$ cat src/rtl/pipeline_ctrl_pkg.sv
// Shared types for the pipeline control unit: FSM state and the bundle of
// per-stage enable/bubble strobes it produces.
package pipeline_ctrl_pkg;

    typedef enum logic [0:0] {CTRL_RUN, CTRL_DRAIN} ctrl_state_t;

    // Enable index: which pipeline register (PC, IF/ID, ID/EX, EX/MM) loads.
    localparam int EN_IF = 0;
    localparam int EN_ID = 1;
    localparam int EN_EX = 2;
    localparam int EN_MM = 3;

    // Bubble index: which stage receives a bubble in its input register.
    localparam int BUB_ID = 0;
    localparam int BUB_EX = 1;
    localparam int BUB_MM = 2;
    localparam int BUB_WB = 3;

    typedef struct packed {
        logic       redirect;
        logic [3:0] bub;
        logic [3:0] en;
    } ctrl_out_t;

endpackage

$ cat src/rtl/pipeline_ctrl_if.sv
// Hazard inputs and stage control outputs exchanged between the datapath
// (master) and the pipeline control unit (slave).
interface pipeline_ctrl_if #(
    parameter int CNT_W = 32
);
    logic             stall_fwd;
    logic             if_busy;
    logic             mm_busy;
    logic             div_busy;
    logic             exc_valid;
    logic             cnt_clr;
    logic             en_if;
    logic             en_id;
    logic             en_ex;
    logic             en_mm;
    logic             bub_id;
    logic             bub_ex;
    logic             bub_mm;
    logic             bub_wb;
    logic             redirect;
    logic [CNT_W-1:0] stall_cycles;

    modport master (
        output stall_fwd, if_busy, mm_busy, div_busy, exc_valid, cnt_clr,
        input  en_if, en_id, en_ex, en_mm,
        input  bub_id, bub_ex, bub_mm, bub_wb,
        input  redirect, stall_cycles
    );

    modport slave (
        input  stall_fwd, if_busy, mm_busy, div_busy, exc_valid, cnt_clr,
        output en_if, en_id, en_ex, en_mm,
        output bub_id, bub_ex, bub_mm, bub_wb,
        output redirect, stall_cycles
    );
endinterface

$ cat src/rtl/pipeline_ctrl_sat_counter.sv
// Saturating up-counter with synchronous clear; clear wins over increment.
module sat_counter #(
    parameter int W = 32
) (
    input  logic         clk,
    input  logic         resetn,
    input  logic         inc,
    input  logic         clr,
    output logic [W-1:0] q
);

    logic [W-1:0] r_q;

    // NOTE: flop state uses non-blocking (<=) so every register samples pre-edge values.
    always_ff @(posedge clk or negedge resetn) begin
        if (!resetn) begin
            r_q <= '0;
        end else if (clr) begin
            r_q <= '0;
        end else if (inc && (r_q != '1)) begin
            r_q <= r_q + 1'b1;
        end
    end

    assign q = r_q;

endmodule

$ cat src/rtl/pipeline_ctrl.sv
// Pipeline control unit: turns hazard/busy/exception inputs into per-stage
// enables and bubbles, drains a stale fetch after a redirect, counts IF stalls.
module pipeline_ctrl
    import pipeline_ctrl_pkg::*;
#(
    parameter int CNT_W = 32
) (
    input  logic            clk,
    input  logic            resetn,
    pipeline_ctrl_if.slave  bus
);

    ctrl_state_t r_state;
    logic        r_exc_blk;
    ctrl_out_t   w_ctl;
    logic        w_draining;
    logic        w_take_exc;

    assign w_draining = (r_state == CTRL_DRAIN);
    // The cycle after a redirect MM holds a bubble, so a still-high exc_valid is stale.
    assign w_take_exc = !w_draining && !r_exc_blk && bus.exc_valid && !bus.mm_busy;

    // NOTE: every field gets a default before the priority chain, so no path leaves a latch.
    always_comb begin
        w_ctl = '{redirect: 1'b0, bub: 4'h0, en: 4'hF};
        if (!resetn) begin
            w_ctl.en  = 4'h0;
            w_ctl.bub = 4'hF;
        end else begin
            if (w_take_exc) begin
                w_ctl.redirect = 1'b1;
                w_ctl.bub      = 4'hF;
            end else if (bus.mm_busy) begin
                w_ctl.en[EN_MM:EN_IF] = 4'h0;
                w_ctl.bub[BUB_WB]     = 1'b1;
            end else if (bus.div_busy) begin
                w_ctl.en[EN_EX:EN_IF] = 3'h0;
                w_ctl.bub[BUB_MM]     = 1'b1;
            end else if (bus.stall_fwd) begin
                w_ctl.en[EN_ID:EN_IF] = 2'h0;
                w_ctl.bub[BUB_EX]     = 1'b1;
            end else if (bus.if_busy) begin
                w_ctl.en[EN_IF]   = 1'b0;
                w_ctl.bub[BUB_ID] = 1'b1;
            end
            // Whatever fetch is in flight (or returns) while draining is discarded.
            if (w_draining) begin
                w_ctl.en[EN_IF]   = 1'b0;
                w_ctl.bub[BUB_ID] = 1'b1;
            end
        end
    end

    always_ff @(posedge clk or negedge resetn) begin
        if (!resetn) begin
            r_state   <= CTRL_RUN;
            r_exc_blk <= 1'b0;
        end else begin
            r_exc_blk <= w_take_exc;
            case (r_state)
                CTRL_RUN:   if (w_take_exc && bus.if_busy) r_state <= CTRL_DRAIN;
                CTRL_DRAIN: if (!bus.if_busy)              r_state <= CTRL_RUN;
                default:                                   r_state <= CTRL_RUN;
            endcase
        end
    end

    sat_counter #(
        .W (CNT_W)
    ) u_stall_cnt (
        .clk    (clk),
        .resetn (resetn),
        .inc    (!w_ctl.en[EN_IF]),
        .clr    (bus.cnt_clr),
        .q      (bus.stall_cycles)
    );

    assign bus.en_if    = w_ctl.en[EN_IF];
    assign bus.en_id    = w_ctl.en[EN_ID];
    assign bus.en_ex    = w_ctl.en[EN_EX];
    assign bus.en_mm    = w_ctl.en[EN_MM];
    assign bus.bub_id   = w_ctl.bub[BUB_ID];
    assign bus.bub_ex   = w_ctl.bub[BUB_EX];
    assign bus.bub_mm   = w_ctl.bub[BUB_MM];
    assign bus.bub_wb   = w_ctl.bub[BUB_WB];
    assign bus.redirect = w_ctl.redirect;

endmodule

$ cat src/flat_wrapper.sv
// flat-port wrapper written by rule: the top's interface ports become plain ports
module pipeline_ctrl_flat import pipeline_ctrl_pkg::*;
#(
    parameter int CNT_W = 32
)
  (clk, resetn, bus_stall_fwd, bus_if_busy, bus_mm_busy, bus_div_busy, bus_exc_valid, bus_cnt_clr, bus_en_if, bus_en_id, bus_en_ex, bus_en_mm, bus_bub_id, bus_bub_ex, bus_bub_mm, bus_bub_wb, bus_redirect, bus_stall_cycles);
  pipeline_ctrl_if #(.CNT_W(CNT_W)) bus_i ();
  input  logic clk;
  input  logic resetn;
  input wire logic [$bits(bus_i.stall_fwd)-1:0] bus_stall_fwd;
  input wire logic [$bits(bus_i.if_busy)-1:0] bus_if_busy;
  input wire logic [$bits(bus_i.mm_busy)-1:0] bus_mm_busy;
  input wire logic [$bits(bus_i.div_busy)-1:0] bus_div_busy;
  input wire logic [$bits(bus_i.exc_valid)-1:0] bus_exc_valid;
  input wire logic [$bits(bus_i.cnt_clr)-1:0] bus_cnt_clr;
  output wire logic [$bits(bus_i.en_if)-1:0] bus_en_if;
  output wire logic [$bits(bus_i.en_id)-1:0] bus_en_id;
  output wire logic [$bits(bus_i.en_ex)-1:0] bus_en_ex;
  output wire logic [$bits(bus_i.en_mm)-1:0] bus_en_mm;
  output wire logic [$bits(bus_i.bub_id)-1:0] bus_bub_id;
  output wire logic [$bits(bus_i.bub_ex)-1:0] bus_bub_ex;
  output wire logic [$bits(bus_i.bub_mm)-1:0] bus_bub_mm;
  output wire logic [$bits(bus_i.bub_wb)-1:0] bus_bub_wb;
  output wire logic [$bits(bus_i.redirect)-1:0] bus_redirect;
  output wire logic [$bits(bus_i.stall_cycles)-1:0] bus_stall_cycles;
  assign bus_i.stall_fwd = bus_stall_fwd;
  assign bus_i.if_busy = bus_if_busy;
  assign bus_i.mm_busy = bus_mm_busy;
  assign bus_i.div_busy = bus_div_busy;
  assign bus_i.exc_valid = bus_exc_valid;
  assign bus_i.cnt_clr = bus_cnt_clr;
  assign bus_en_if = bus_i.en_if;
  assign bus_en_id = bus_i.en_id;
  assign bus_en_ex = bus_i.en_ex;
  assign bus_en_mm = bus_i.en_mm;
  assign bus_bub_id = bus_i.bub_id;
  assign bus_bub_ex = bus_i.bub_ex;
  assign bus_bub_mm = bus_i.bub_mm;
  assign bus_bub_wb = bus_i.bub_wb;
  assign bus_redirect = bus_i.redirect;
  assign bus_stall_cycles = bus_i.stall_cycles;
  pipeline_ctrl #(.CNT_W(CNT_W)) u_core (.clk(clk), .resetn(resetn), .bus(bus_i));
endmodule
$ cat config.mk
export PLATFORM = sky130hd
export DESIGN_NAME = pipeline_ctrl_flat
export DESIGN_NICKNAME = d
export VERILOG_FILES = /design/src/rtl/pipeline_ctrl_pkg.sv /design/src/rtl/pipeline_ctrl_if.sv /design/src/rtl/pipeline_ctrl_sat_counter.sv /design/src/rtl/pipeline_ctrl.sv /design/src/flat_wrapper.sv
export SDC_FILE = /design/constraint.sdc
export NUM_CORES = 1
export LEC_CHECK = 0
export CORE_ASPECT_RATIO = 1.2
export CORE_MARGIN = 2
export CORE_UTILIZATION = 45
export CTS_BUF_LIST = sky130_fd_sc_hd__clkbuf_4
export DETAILED_ROUTE_END_ITERATION = 10
export PLACE_DENSITY = 0.82
export SLEW_MARGIN = 40
export SYNTH_ARGS = -nofsm -noshare
export SYNTH_HDL_FRONTEND = slang
export SYNTH_HIERARCHICAL = 1
export SYNTH_SLANG_ARGS = --single-unit
$ cat constraint.sdc
create_clock -name clk -period 2 [get_ports clk]
set_input_delay 0.2 -clock clk [delete_from_list [all_inputs] [get_ports clk]]
set_output_delay 0.2 -clock clk [all_outputs]
set_load 0.02 [all_outputs]
==> flow_summary_export.csv <==
group,metric,value,unit
yosys,netlist_top_cells_count,"34 x dfrtp_1, 28 x nor2_1, 13 x a21oi_1",
placed_design,port_buffers,48,
cts,cts_num_sinks,34,
floorplan,fp.coreArea,4327,um2
floorplan,start_util,47.22,%
min_path,hold_class,"in -> reg",
cells_and_area,stdcell_count,376,
sta,hold_ws,0.2809,ns
worst_setup_path,cp.required,2.25,ns
worst_setup_path,crit_fanout,4,
cells_and_area,area_growth,51.07,%
power,total_leakage_power,1.305,nW
cells_and_area,nNetsFinal,328,
worst_setup_path,worst_ep_arrival_time,2.36,ns
drt,postRouteAntennaNets,0,
drt,wl,5626,um
placed_design,post-place-ws,-0.4723,ns
worst_setup_path,crit_type,"reg -> reg",
yosys,synth_seq_area_share,41.64,%
sta,setup_viol,18,
sta,rsz0062_at_grt,"true",
yosys,synth_top_cells_by_area,"dfrtp_1 42%, nor2_1 5.1%, xnor2_1 4.3%, a21oi_1 3.2%, nand3_1 2.9%",
placed_design,hpwlAfterDp,4165,um
power,combPwrFrac,16.8,%
yosys,synth_top_area_cell,"dfrtp_1",
worst_setup_path,r2r_cells,9,
cts,cts.htree.levels,2,
sta,final.setup.worst_slack,-0.1120,ns
yosys,synth-main-ff-cell,"dfrtp_1",
global_route,grtUsageTotal,22.39,%
cts,path_clk_slew,0.11,ns
worst_setup_path,cp-end-kind,"register",
yosys,ys_warn_count,6,
sta,fmax,473.5,MHz
yosys,synth_edf_count,0,
cts,cts_tree,"yes",
drt,drt-initial-drc-count,86,
drt,vias_per_cell,5.580,
cts,clock_path_buffers,2,
sta,maxSlewHeadroom,47.33,%
global_route,grt_overflow,0,
placed_design,dpl.cell_count,364,
status,violations,"setup timing",
yosys,synth.net_count,230,
worst_setup_path,worstReg2RegEnd,"u_core/u_stall_cnt/q[21]",
drt,firstDrtPassIters,4,
power,p_int,0.0009469,W
sta,min_period,2.112,ns
yosys,synth_top_area_share,41.64,%
drt,wire_per_inst,14.96,um
min_path,hold-path-endpoint,"u_core/r_exc_blk",
floorplan,dieArea,5098,um2
global_route,grt_pass1_vias,2006,
global_route,grtUsageMet3,4.493,%
worst_setup_path,crit_path_cell_trace,"or3b_4 > a211o_1 > and3_4 > nand4_1 > a21o_1 > buf_6 > buf_6 > or4_1 > a21oi_1",
power,ir_drop,0.0003899,V
cts,cts.hold.buffers_added,0,
floorplan,die_h,77.82,um
sta,tightest_slew,0.7840,ns
power,p_seq_share,54.4,%
drt,vias,2098,
sta,finalCritPeriodShare,105.6,%
yosys,ys_ff_latch,34,
cts,cts_buffers,5,
cells_and_area,layout-drive-gt1-share,32.50,%
min_path,hold_start,"bus_exc_valid",
worst_setup_path,cpMaxStageDelayCell,"or4_1",
yosys,synth.avg_cell_area,9.245,um2
worst_setup_path,cp_slowest_stage_delay,0.46,ns
cells_and_area,antenna_cells,0,
global_route,grt_max_degree,25,
power,power_switching,0.0003459,W
worst_setup_path,worstSetupStartpointType,"register",
cts,clk_latency,0.34,ns
worst_setup_path,rr_startpoint,"u_core/r_exc_blk",
sta,finClkSkew,0.01082,ns
status,status,"finished, violations left",
placed_design,globalplace.congestion,0.8824,
worst_setup_path,r2r_setup_slack,-0.11,ns
global_route,grt_pass1_wl,8963,um
drt,drc,0,
global_route,gr-max-usage-layer,"met2",
sta,hold_violations,0,
min_path,worstHoldPathCells,3,
power,p_clk_share,28.8,%
global_route,grtUsageMet1,26.03,%
yosys,synth_most_common_cell,"dfrtp_1",
flow_run,max-cap-violations,0,
yosys,syn_area,2043,um2
worst_setup_path,cp_common_cell,"buf_6",
yosys,synthCells,221,
floorplan,ios,49,
global_route,antenna_found_initial,0,
cts,root_buffer,"clkbuf_4",
power,power.density,418.8,nW/um2
floorplan,rows,26,
global_route,met2_usage,39.90,%
sta,slew_viol_final,0,
power,switching_share,26.76,%
yosys,async_flop_share,100.0,%
yosys,yosysUniqueCellTypes,49,
floorplan,chipWidth,65.51,um
[stage by stage]
step / TNS, ns / power (W) / area [um2] / utilization (%)
after floorplan: -1.472 / 0.0008098 / 2085 / -
after CTS: -0.6053 / 0.001304 / 3019 / 69.78
final: -0.8195 / 0.001293 / 3087 / 71.34
after global routing: -2.074 / 0.001358 / 3087 / 71.34
after global placement: -8.160 / 0.0009266 / 2938 / 67.90
after detailed placement: -10.34 / 0.0009329 / 2938 / 67.90
[cell usage in the layout (no fill, tap or decap), types with 4 or more instances in the layout]
cell / netlist / final
nand4_1: 6 / 6
nor2_1: 28 / 28
a21oi_1: 13 / 11
inv_1: 9 / 9
clkbuf_4: 0 / 6
or4_1: 4 / 4
dfrtp_1: 34 / 32
or3_1: 6 / 5
xnor2_1: 10 / 9
clkbuf_2: 0 / 5
clkdlybuf4s50_1: 0 / 39
nor2b_1: 7 / 7
nand2_1: 12 / 12
buf_4: 1 / 48
nand3_1: 12 / 10
nor4_2: 2 / 6
and3_1: 7 / 6
mux2_2: 5 / 5
[layout make-up]
type	count	area (um2)
clock inverters	2	8.758
inverters	9	33.78
repair buffers	99	837.1
clock buffers	6	45.04
multi-input cells	170	1239
well taps	56	70.07
flip-flops and latches	34	853.3
fillers	330	1240
[cells by family (layout without fill, tap and decap cells)]
| family | after synthesis | count (layout) | share of synthesized area [%] |
|---|---|---|---|
| xor+xnor | 13 | 13 | 5.573 |
| compound gates | 39 | 39 | 13.29 |
| fa+ha+maj | 1 | 1 | 0.6123 |
| mux | 7 | 7 | 3.980 |
| buf+inv | 17 | 116 | 3.490 |
| simple gates | 110 | 110 | 31.41 |
| flops | 34 | 34 | 41.64 |
[critical path: cells and delay by family, from the launching register on]
family / cells / cell delay, ns
simple gates: 4 / 0.87
compound gates: 3 / 0.54
flops: 1 / 0.37
buf+inv: 2 / 0.24
[power groups by stage]
stage	combinational, W	clock, W	sequential [W]
floorplan	0.0000788	0	0.000731
finish	0.000217	0.000372	0.000703
global placement	0.000211	0	0.000716
global route	0.000237	0.000417	0.000704
detailed placement	0.000216	0	0.000717
CTS	0.000216	0.000385	0.000703
[worst max path at each step]
| stage | slack (ns) | depth (start not counted) | end | from |
|---|---|---|---|---|
| 6_report | -0.11 | 9 | u_core/u_stall_cnt/q[21] | u_core/r_exc_blk |
| 3_5_place_dp | -0.47 | 10 | u_core/u_stall_cnt/q[21] | bus_div_busy |
| 5_1_grt | -0.19 | 9 | u_core/u_stall_cnt/q[21] | u_core/r_exc_blk |
| 2_1_floorplan | -0.12 | 9 | u_core/u_stall_cnt/q[29] | u_core/r_state |
| 3_3_place_gp | -0.38 | 10 | u_core/u_stall_cnt/q[21] | resetn |
| 4_1_cts | -0.09 | 9 | u_core/u_stall_cnt/q[21] | u_core/r_state |
[sequential cells by signal, summed over array words and instances, names as in the netlist]
register	count
u_core/r_exc_blk	1
u_core/r_state	1
u_core/u_stall_cnt/q	32
[per-layer routing]
metal  share of wire, %  vias to the layer above
li1                   -                      996
met1                 41                     1028
met2                 53                       61
met3                4.6                       13
met4                1.6                        0
met5                  0                        -
[repair_timing]
item / CTS / global route
setup buffers: 1 / 4
pin swaps: 9 / 10
gates resized for setup: 23 / 31
cloned: 0 / 0
endpoints found under the setup margin: 28 / 28
endpoints found under the hold margin: 0 / 0
(Power assumes the default switching activity.)
